## src/rtl/nlz_arb_pkg.sv

```systemverilog
// Shared types for the NLZ32 sharing arbiter: ID tag and the two pipeline stage records.
package nlz_arb_pkg;

    localparam int NUM_REQ_DEF = 4;
    localparam int DATA_W      = 32;
    localparam int ID_W_MAX    = 3;

    // Sized for the largest supported requester count (8); narrower configs use the low bits.
    typedef logic [ID_W_MAX-1:0] id_t;

    typedef struct packed {
        logic              valid;
        logic [DATA_W-1:0] data;
        id_t               id;
    } s1_t;

    typedef struct packed {
        logic       valid;
        logic [4:0] num;
        logic       zero;
        id_t        id;
    } s2_t;

endpackage

```

## src/rtl/NLZ32.sv

```systemverilog
// 32-bit leading-zero counter; O_Valid low means the operand was all-zero (O_Num is then 0).
module NLZ32 (
    input  logic [31:0] I_Data,
    output logic [4:0]  O_Num,
    output logic        O_Valid
);

    logic found;

    always_comb begin
        O_Num = '0;
        found = 1'b0;
        for (int i = 31; i >= 0; i--) begin
            if (!found && I_Data[i]) begin
                O_Num = 5'(31 - i);
                found = 1'b1;
            end
        end
        O_Valid = found;
    end

endmodule

```

## src/rtl/rr_arbiter.sv

```systemverilog
// Round-robin arbiter: searches upward from the pointer, pointer moves past the winner on update.
module rr_arbiter #(
    parameter int NUM_REQ = 4,
    parameter int ID_W    = $clog2(NUM_REQ)
) (
    input  logic               clock,
    input  logic               reset,
    input  logic [NUM_REQ-1:0] req,
    input  logic               update,
    output logic [NUM_REQ-1:0] grant,
    output logic [ID_W-1:0]    grant_idx,
    output logic               grant_any
);

    logic [ID_W-1:0] ptr;
    logic [ID_W:0]   cand;

    always_comb begin
        grant     = '0;
        grant_idx = '0;
        grant_any = 1'b0;
        cand      = '0;
        for (int k = 0; k < NUM_REQ; k++) begin
            cand = {1'b0, ptr} + (ID_W+1)'(k);
            if (cand >= (ID_W+1)'(NUM_REQ)) begin
                cand = cand - (ID_W+1)'(NUM_REQ);
            end
            if (!grant_any && req[cand[ID_W-1:0]]) begin
                grant_any = 1'b1;
                grant_idx = cand[ID_W-1:0];
            end
        end
        if (grant_any) begin
            grant[grant_idx] = 1'b1;
        end
    end

    always_ff @(posedge clock) begin
        if (reset) begin
            ptr <= '0;
        end else if (update && grant_any) begin
            ptr <= (grant_idx == ID_W'(NUM_REQ - 1)) ? '0 : grant_idx + ID_W'(1);
        end
    end

endmodule

```

## src/rtl/nlz_share_arbiter.sv

```systemverilog
// Shares one NLZ32 between NUM_REQ requesters: round-robin grant, operand stage (S1),
// result stage (S2) tagged with the requester ID, consumer backpressure via I_Rdy.
module nlz_share_arbiter
    import nlz_arb_pkg::*;
#(
    parameter int NUM_REQ = NUM_REQ_DEF,
    parameter int ID_W    = $clog2(NUM_REQ)
) (
    input  logic                      clock,
    input  logic                      reset,
    input  logic [NUM_REQ-1:0]        I_Req,
    input  logic [NUM_REQ*DATA_W-1:0] I_Data,
    output logic [NUM_REQ-1:0]        O_Ack,
    output logic                      O_Valid,
    output logic [4:0]                O_Num,
    output logic                      O_Zero,
    output logic [ID_W-1:0]           O_ID,
    input  logic                      I_Rdy
);

    s1_t s1;
    s2_t s2;

    logic               adv1;
    logic               adv2;
    logic               take;
    logic [NUM_REQ-1:0] gnt;
    logic [ID_W-1:0]    gnt_idx;
    logic               gnt_any;
    logic [DATA_W-1:0]  sel_data;
    logic [4:0]         nlz_num;
    logic               nlz_vld;
    logic               unused_id_bits;

    assign adv2 = !s2.valid || I_Rdy;
    assign adv1 = !s1.valid || adv2;
    // Reset cycles never grant, so no ack is lost to the clearing registers.
    assign take = adv1 && !reset;

    rr_arbiter #(
        .NUM_REQ (NUM_REQ),
        .ID_W    (ID_W)
    ) u_arb (
        .clock     (clock),
        .reset     (reset),
        .req       (I_Req),
        .update    (take),
        .grant     (gnt),
        .grant_idx (gnt_idx),
        .grant_any (gnt_any)
    );

    assign O_Ack = take ? gnt : '0;

    always_comb begin
        sel_data = '0;
        for (int i = 0; i < NUM_REQ; i++) begin
            if (gnt_idx == ID_W'(i)) begin
                sel_data = I_Data[i*DATA_W +: DATA_W];
            end
        end
    end

    always_ff @(posedge clock) begin
        if (reset) begin
            s1 <= '0;
        end else if (adv1) begin
            s1.valid <= gnt_any;
            if (gnt_any) begin
                s1.data <= sel_data;
                s1.id   <= id_t'(gnt_idx);
            end
        end
    end

    NLZ32 u_nlz (
        .I_Data  (s1.data),
        .O_Num   (nlz_num),
        .O_Valid (nlz_vld)
    );

    // Payload only loads with a real operand so idle outputs stay at their last result.
    always_ff @(posedge clock) begin
        if (reset) begin
            s2 <= '0;
        end else if (adv2) begin
            s2.valid <= s1.valid;
            if (s1.valid) begin
                s2.num  <= nlz_num;
                s2.zero <= !nlz_vld;
                s2.id   <= s1.id;
            end
        end
    end

    assign O_Valid        = s2.valid;
    assign O_Num          = s2.num;
    assign O_Zero         = s2.zero;
    assign O_ID           = s2.id[ID_W-1:0];
    assign unused_id_bits = ^s2.id;

endmodule

```

## config.mk

```make
export PLATFORM = sky130hd
export DESIGN_NAME = nlz_share_arbiter
export DESIGN_NICKNAME = d
export VERILOG_FILES = /design/src/rtl/nlz_arb_pkg.sv /design/src/rtl/NLZ32.sv /design/src/rtl/rr_arbiter.sv /design/src/rtl/nlz_share_arbiter.sv
export SDC_FILE = /design/constraint.sdc
export NUM_CORES = 1
export LEC_CHECK = 0
export CAP_MARGIN = 15
export CORE_ASPECT_RATIO = 1.75
export CORE_MARGIN = 2
export CORE_UTILIZATION = 44
export DETAILED_ROUTE_END_ITERATION = 8
export PLACE_DENSITY = 0.86
export SLEW_MARGIN = 20
export SYNTH_ARGS = -nofsm -noshare
export SYNTH_HDL_FRONTEND = slang
export SYNTH_SLANG_ARGS = --single-unit
```

## constraint.sdc

```tcl
create_clock -name clock -period 4.4 [get_ports clock]
set_input_delay 0.66 -clock clock [delete_from_list [all_inputs] [get_ports clock]]
set_output_delay 0.66 -clock clock [all_outputs]
set_load 0.02 [all_outputs]
```

Word-level counts from Yosys, hierarchy flattened

Index checks and enable logic that the tools add are counted.

Add/sub/neg operators: 8
Order comparisons: 10
Equal/unequal tests: 3
Muxes and demuxes: 92
Reduce and logical (&&, ||, !) cells: 80

Operator list:

| kind                                                                   | number |
|---|---|
| 32-bit two-way mux                                                     | 4 |
| 5-bit two-way mux                                                      | 16 |
| 1-bit two-way mux                                                      | 42 |
| 4-bit two-way mux                                                      | 10 |
| 1-bit logical NOT                                                      | 38 |
| 1-bit logical AND                                                      | 37 |
| 2-bit two-way mux                                                      | 11 |
| 2-bit by 3-bit < comparator with 1-bit output (second input constant)  | 5 |
| 3-bit two-way mux                                                      | 4 |
| 3-bit >= comparator (second input constant)                            | 3 |
| 1-bit binary-select mux with 2-bit select                              | 4 |
| 2-bit by 1-bit subtractor with 2-bit output (second input constant)    | 4 |
| 2-bit by 2-bit adder with 3-bit output (second input constant)         | 2 |
| 2-bit equality test (second input constant)                            | 2 |
| 2-bit AND reduction                                                    | 2 |
| 2-bit by 1-bit adder with 3-bit output (second input constant)         | 1 |
| 2-bit by 3-bit >= comparator with 1-bit output (second input constant) | 1 |
| 2-bit by 1-bit adder with 2-bit output (second input constant)         | 1 |
| 1-bit demux with 2-bit select                                          | 1 |
| 2-bit by 1-bit equality test with 1-bit output (second input constant) | 1 |
| 2-bit by 1-bit >= comparator with 1-bit output (second input constant) | 1 |
| 2-bit logical NOT                                                      | 1 |
| 1-bit logical OR                                                       | 2 |

Register bits: 46
Bits of input ports: 135
Output and inout bits: 13
Logic and storage cells: 201

Logic depth before layout (Yosys ltp)

Word-level depth: 95
Gate-level depth with buffers: 13
Gate-level depth less buffers: 12

Cells and area by module

A second synthesis with hierarchy kept.

Cells, all modules: 269
Area total of the unflattened synthesis: 2944.1 µm²

By module, submodules not included:

| module            | instances | cells an instance | area each (µm²) | sequential area each (µm²) |
|---|---|---|---|---|
| nlz_share_arbiter | 1         | 169               | 2240.9          | 880.8 |
| NLZ32             | 1         | 69                | 441.7           | 0.0 |
| rr_arbiter        | 1         | 31                | 261.5           | 40.0 |

Worst setup path before layout

No wires, ideal clock.

Kind: in2out
From: in I_Req[3]
To: out O_Ack[3]
Arrival: 2.543 ns
Required time: 3.740 ns
Path slack: 1.197 ns
Stages on the path: 8
Path buffers: 2
Cell sequence: inv_1 > a221oi_1 > o22ai_1 > inv_1 > ha_1 > clkbuf_1 > clkbuf_1 > nor3b_1

Word-level cells in the longest chain between the ends: 18
Elaborated cells on any way between the ends: 29
Classes of those cells: order compare: 2; mux: 20; reduce/logical: 7

Ends and longest elaborated chain:

| item                                                                                                                                         | RTL line                | source |
|---|---|---|
| start, declared                                                                                                                              | nlz_share_arbiter.sv:11 | `input logic [NUM_REQ-1:0] I_Req,` |
| 1-bit binary-select mux with 2-bit select                                                                                                    | rr_arbiter.sv:28        | `if (!grant_any && req[cand[ID_W-1:0]]) begin` |
| 1-bit two-way mux (not written as such)                                                                                                      | rr_arbiter.sv:28        |  |
| 1-bit two-way mux                                                                                                                            | rr_arbiter.sv:28        |  |
| 1-bit logical NOT                                                                                                                            | rr_arbiter.sv:28        |  |
| 1-bit logical AND                                                                                                                            | rr_arbiter.sv:28        |  |
| 1-bit two-way mux                                                                                                                            | rr_arbiter.sv:28        |  |
| 1-bit logical NOT                                                                                                                            | rr_arbiter.sv:28        |  |
| 1-bit logical AND                                                                                                                            | rr_arbiter.sv:28        |  |
| (+3 left out)                                                                                                                                | n/a                     |  |
| 2-bit two-way mux (*)                                                                                                                        | rr_arbiter.sv:28        |  |
| named net gnt_idx[0]                                                                                                                         | nlz_share_arbiter.sv:28 | `logic [ID_W-1:0] gnt_idx;` |
| 2-bit by 3-bit < comparator with 1-bit output (not written as such) / 2-bit by 1-bit >= comparator with 1-bit output (equally long branches) | rr_arbiter.sv:34        | `grant[grant_idx] = 1'b1;` |
| 1-bit logical AND (not written as such)                                                                                                      | rr_arbiter.sv:34        |  |
| 1-bit two-way mux (not written as such)                                                                                                      | rr_arbiter.sv:34        |  |
| 1-bit demux with 2-bit select (*)                                                                                                            | n/a                     |  |
| 4-bit two-way mux (*)                                                                                                                        | rr_arbiter.sv:33        | `if (grant_any) begin` |
| 4-bit two-way mux (*)                                                                                                                        | nlz_share_arbiter.sv:53 | `assign O_Ack = take ? gnt : '0;` |
| end, declared                                                                                                                                | nlz_share_arbiter.sv:13 | `output logic [NUM_REQ-1:0] O_Ack,` |

Mark *: on every way through the listed nets, which the timed path passes. The rest lies on a longest branch. The select of a mux whose other input is x is not followed.

Worst setup path after layout

From: in I_Req[1]
To: out O_Ack[1]

The elaborated chain is that of the path after synthesis.

==> results.md <==
* Boundary pin count at between 100 and 150
* CTS tree: done
* Asr flop ratio synth at 0%
* Synth Cell Area at roughly 3000 sq um
* DR iter-0 viols at about 150
* DR WL met2 at between 5000 and 6000 um
* Pre-CTS WS at 0.5185 ns
* CP Launch Type: primary input
* Post_cts resized at 0
* Die width at ~66 um
* Int Pwr at roughly 1200 uW
* Die height at roughly 110 um
* Top post-synthesis cells by area: dfxtp_1, nor3_1, a211oi_1, a221oi_1, nor2b_1
* Top-count cell post-synth: nor3_1
* Setup CP Type: primary input to primary output
* Fin. Hold Viols at 0
* Pleak at roughly 0.0017 uW
* Crit path largest cell delay at between 0.6 and 0.7 ns
* Syn_nets at ~540
* RSZ-0062 raised after global routing: no
* PnR worst setup slack at about 0.66 ns
* First-pass GRT wire length at roughly 16000 um
* FMAX at ~270 MHz
* DP HPWL at approximately 7400 um
* Routed wire length at around 9500 um
* CP top delay family: buffers and inverters
* Number of fill cells at ~560
* Hold buffers post-CTS at 0
* Port Buf Inserts at between 100 and 150
* Worst slew pin tran at about 0.70 ns
* TritonRoute pass-1 iters at 4
* Ordered list of cells on the worst path: clkdlybuf4s50_1 > inv_1 > a221oi_1 > o22ai_1 > inv_1 > ha_1 > nor3b_1 > clkdlybuf4s50_1
* DR vias/cell at 5.687
* Root buf cell: clkbuf_16
* Top cells by count, synth: nor3_1, nor2_1, dfxtp_1, a211oi_1, nor2b_1
* Bufs and invs on worst path at 4
* Crit Path Max Fanout at 5
* Crit end category: primary output
* Slew Viols, Final at 0
* Row count at 39
* Final period utilization at 84.95%
* Logic pwr share at between 40% and 50%
* Top cell type's share of synthesized area at between 30% and 40%
* Clock-pin slew on the worst setup and hold paths at 0.06 ns
* WL/cell at 15.57 um
* Synth cell types at 36
* Crit path time final at roughly 3.7 ns
* #FFs+latches synth at between 40 and 50
* Initial antenna violation count at 0
* Metal3 WL at between 500 and 600 um
* Switch Pwr at about 640 uW
* Seq pwr share at 32.5%
* VDD IR-drop max at 0.0001925 V
* Routed met1 length at about 3500 um
* Count of final setup violators at 0
* Ys Warns at 0
* Worst-Skew Late Latency at 0.28 ns
* H-tree levels at 2
* Top sig layer: met4
* Avg Cell Area, Syn at roughly 7.4 sq um
* Clk sink count at 46
* Starting Density at between 40% and 50%
* Post-synth top area cell: dfxtp_1
* Mapped Cells at roughly 410
* Post-route ant nets at 0
* Power Density at approximately 390 nW/um^2
* Final Util at 70.90%
* Sw Ratio at a little over a third
* DIE AREA at between 7000 and 8000 sq um
* Seq/Total Area, Yosys at between 30 and 40%
* Remaining DRCs at 0
* Vias at about 3500
* Clock power share at roughly a quarter
* TritonCTS buffer count at 5
* Clk_skew at about 0.0061 ns
* Fin Setup TNS at 0 ns
* Number of synthesized flops with an enable pin at 0
* Synthesis-to-layout area growth at 55.35%
* Max-Cap Viols at 0
* CP Data Required Time at approximately 3.7 ns
* N_diodes at 0
* Routability cong. at roughly 0.85
* Layout cell share with drive strength beyond 1 at 4.537%
* CTS Buffer Depth at 2
* Gr usage total at around a quarter
* Vias in the first global route at approximately 3500
* Max-slew headroom at a little over half
* Worst Path Arrival at a little over 3 ns
* Top_reg_cell synth: dfxtp_1
* Fin nets at around 670
* Worst hold path type: register to register
* Status: complete, no violations
* Largest net degree at the start of global routing at 66
* CORE AREA at 6588 sq um
* Slowest stage cell, crit path: clkdlybuf4s50_1
* Grt total ovfl at 0
* # Post-CTS Setup Buffers at 0
worst register-to-register path, cell delays in order (launching register included):
cell and delay (ns):
dfxtp_1 0.31, inv_1 0.11, a221oi_1 0.09, o22ai_1 0.36
inv_1 0.14, ha_1 0.29, nor2b_4 0.59, a221oi_1 0.19
nor3_1 0.20, a211oi_1 0.08, a211oi_1 0.25
kinds of logic (layout without fill, tap and decap cells):
| kind of cell | count (synthesis) | count (layout) | share of synthesized area (%) |
|---|---|---|---|
| adder cells (fa/ha/maj) | 4 | 4 | 1.665 |
| flip-flops | 46 | 46 | 30.63 |
| AO/OA/AOI/OAI | 111 | 111 | 27.55 |
| AND/OR/NAND/NOR | 198 | 198 | 34.42 |
| buffers and inverters | 46 | 170 | 5.743 |
power by group through the flow:
stage               clock, uW  combinational, uW  sequential [uW]
global route              450                884              599
detailed placement          0                786              593
CTS                       432                790              585
global placement            0                764              588
finish                    427                793              587
floorplan                   0                521              580
flip-flops by register name (all words and copies together) (netlist names):
| name | cells |
|---|---|
| s1 | 35 |
| O_Valid | 1 |
| O_ID | 2 |
| O_Num | 5 |
| O_Zero | 1 |
| u_arb.ptr | 2 |
cell usage in the layout (no fill, tap or decap), types with 2 or more instances in the layout:
cell type,instances
nand2_1,16
buf_4,6
ha_2,2
a221oi_1,33
nor4_2,2
a21oi_1,16
dfxtp_1,46
o31ai_1,3
nand2b_1,3
clkdlybuf4s50_1,146
o21ai_0,3
o311ai_0,2
nor4_1,5
a31oi_1,3
nor3b_1,5
clkbuf_16,5
nor2b_1,38
a211oi_1,41
nor3_1,68
nor2_1,52
a22oi_1,2
inv_1,10
ha_1,2
worst paths after layout:
kind,from,endpoint,slack (ns),depth (start not counted)
min,s1[0],O_ID[0],0.46,2
min reg2reg,s1[0],O_ID[0],0.46,2
max,I_Req[1],O_Ack[1],0.66,8
max reg2reg,u_arb.ptr[0],s1[26],1.70,10
routing by layer:
metal	vias to the layer above	track usage, %
met4	0	10.07
li1	1771	-
met2	123	48.13
met3	21	4.175
met1	1560	30.01
met5	-	0
metrics by stage:
step | instances | power [uW] | hold WS (ns) | instance area [sq um]
3_5_place_dp | 604 | 1380 | 0.4500 | 4497
4_1_cts | 611 | 1807 | 0.4591 | 4666
2_1_floorplan | 405 | 1102 | 0.4321 | 3007
5_1_grt | 611 | 1933 | 0.4810 | 4671
6_report | 611 | 1807 | 0.4567 | 4671
3_3_place_gp | 604 | 1352 | 0.4395 | 4497
final cells by class:
type                    count  area [sq um]  area share (%)
inverters                  10         37.54          0.8036
well taps                  82         102.6           2.197
multi-input cells         313          1929           41.31
clock buffers               6         138.9           2.973
clock inverters             1         30.03          0.6429
flip-flops and latches     46         920.9           19.72
repair buffers            153          1511           32.36
Power figures use the tool's default switching activity.
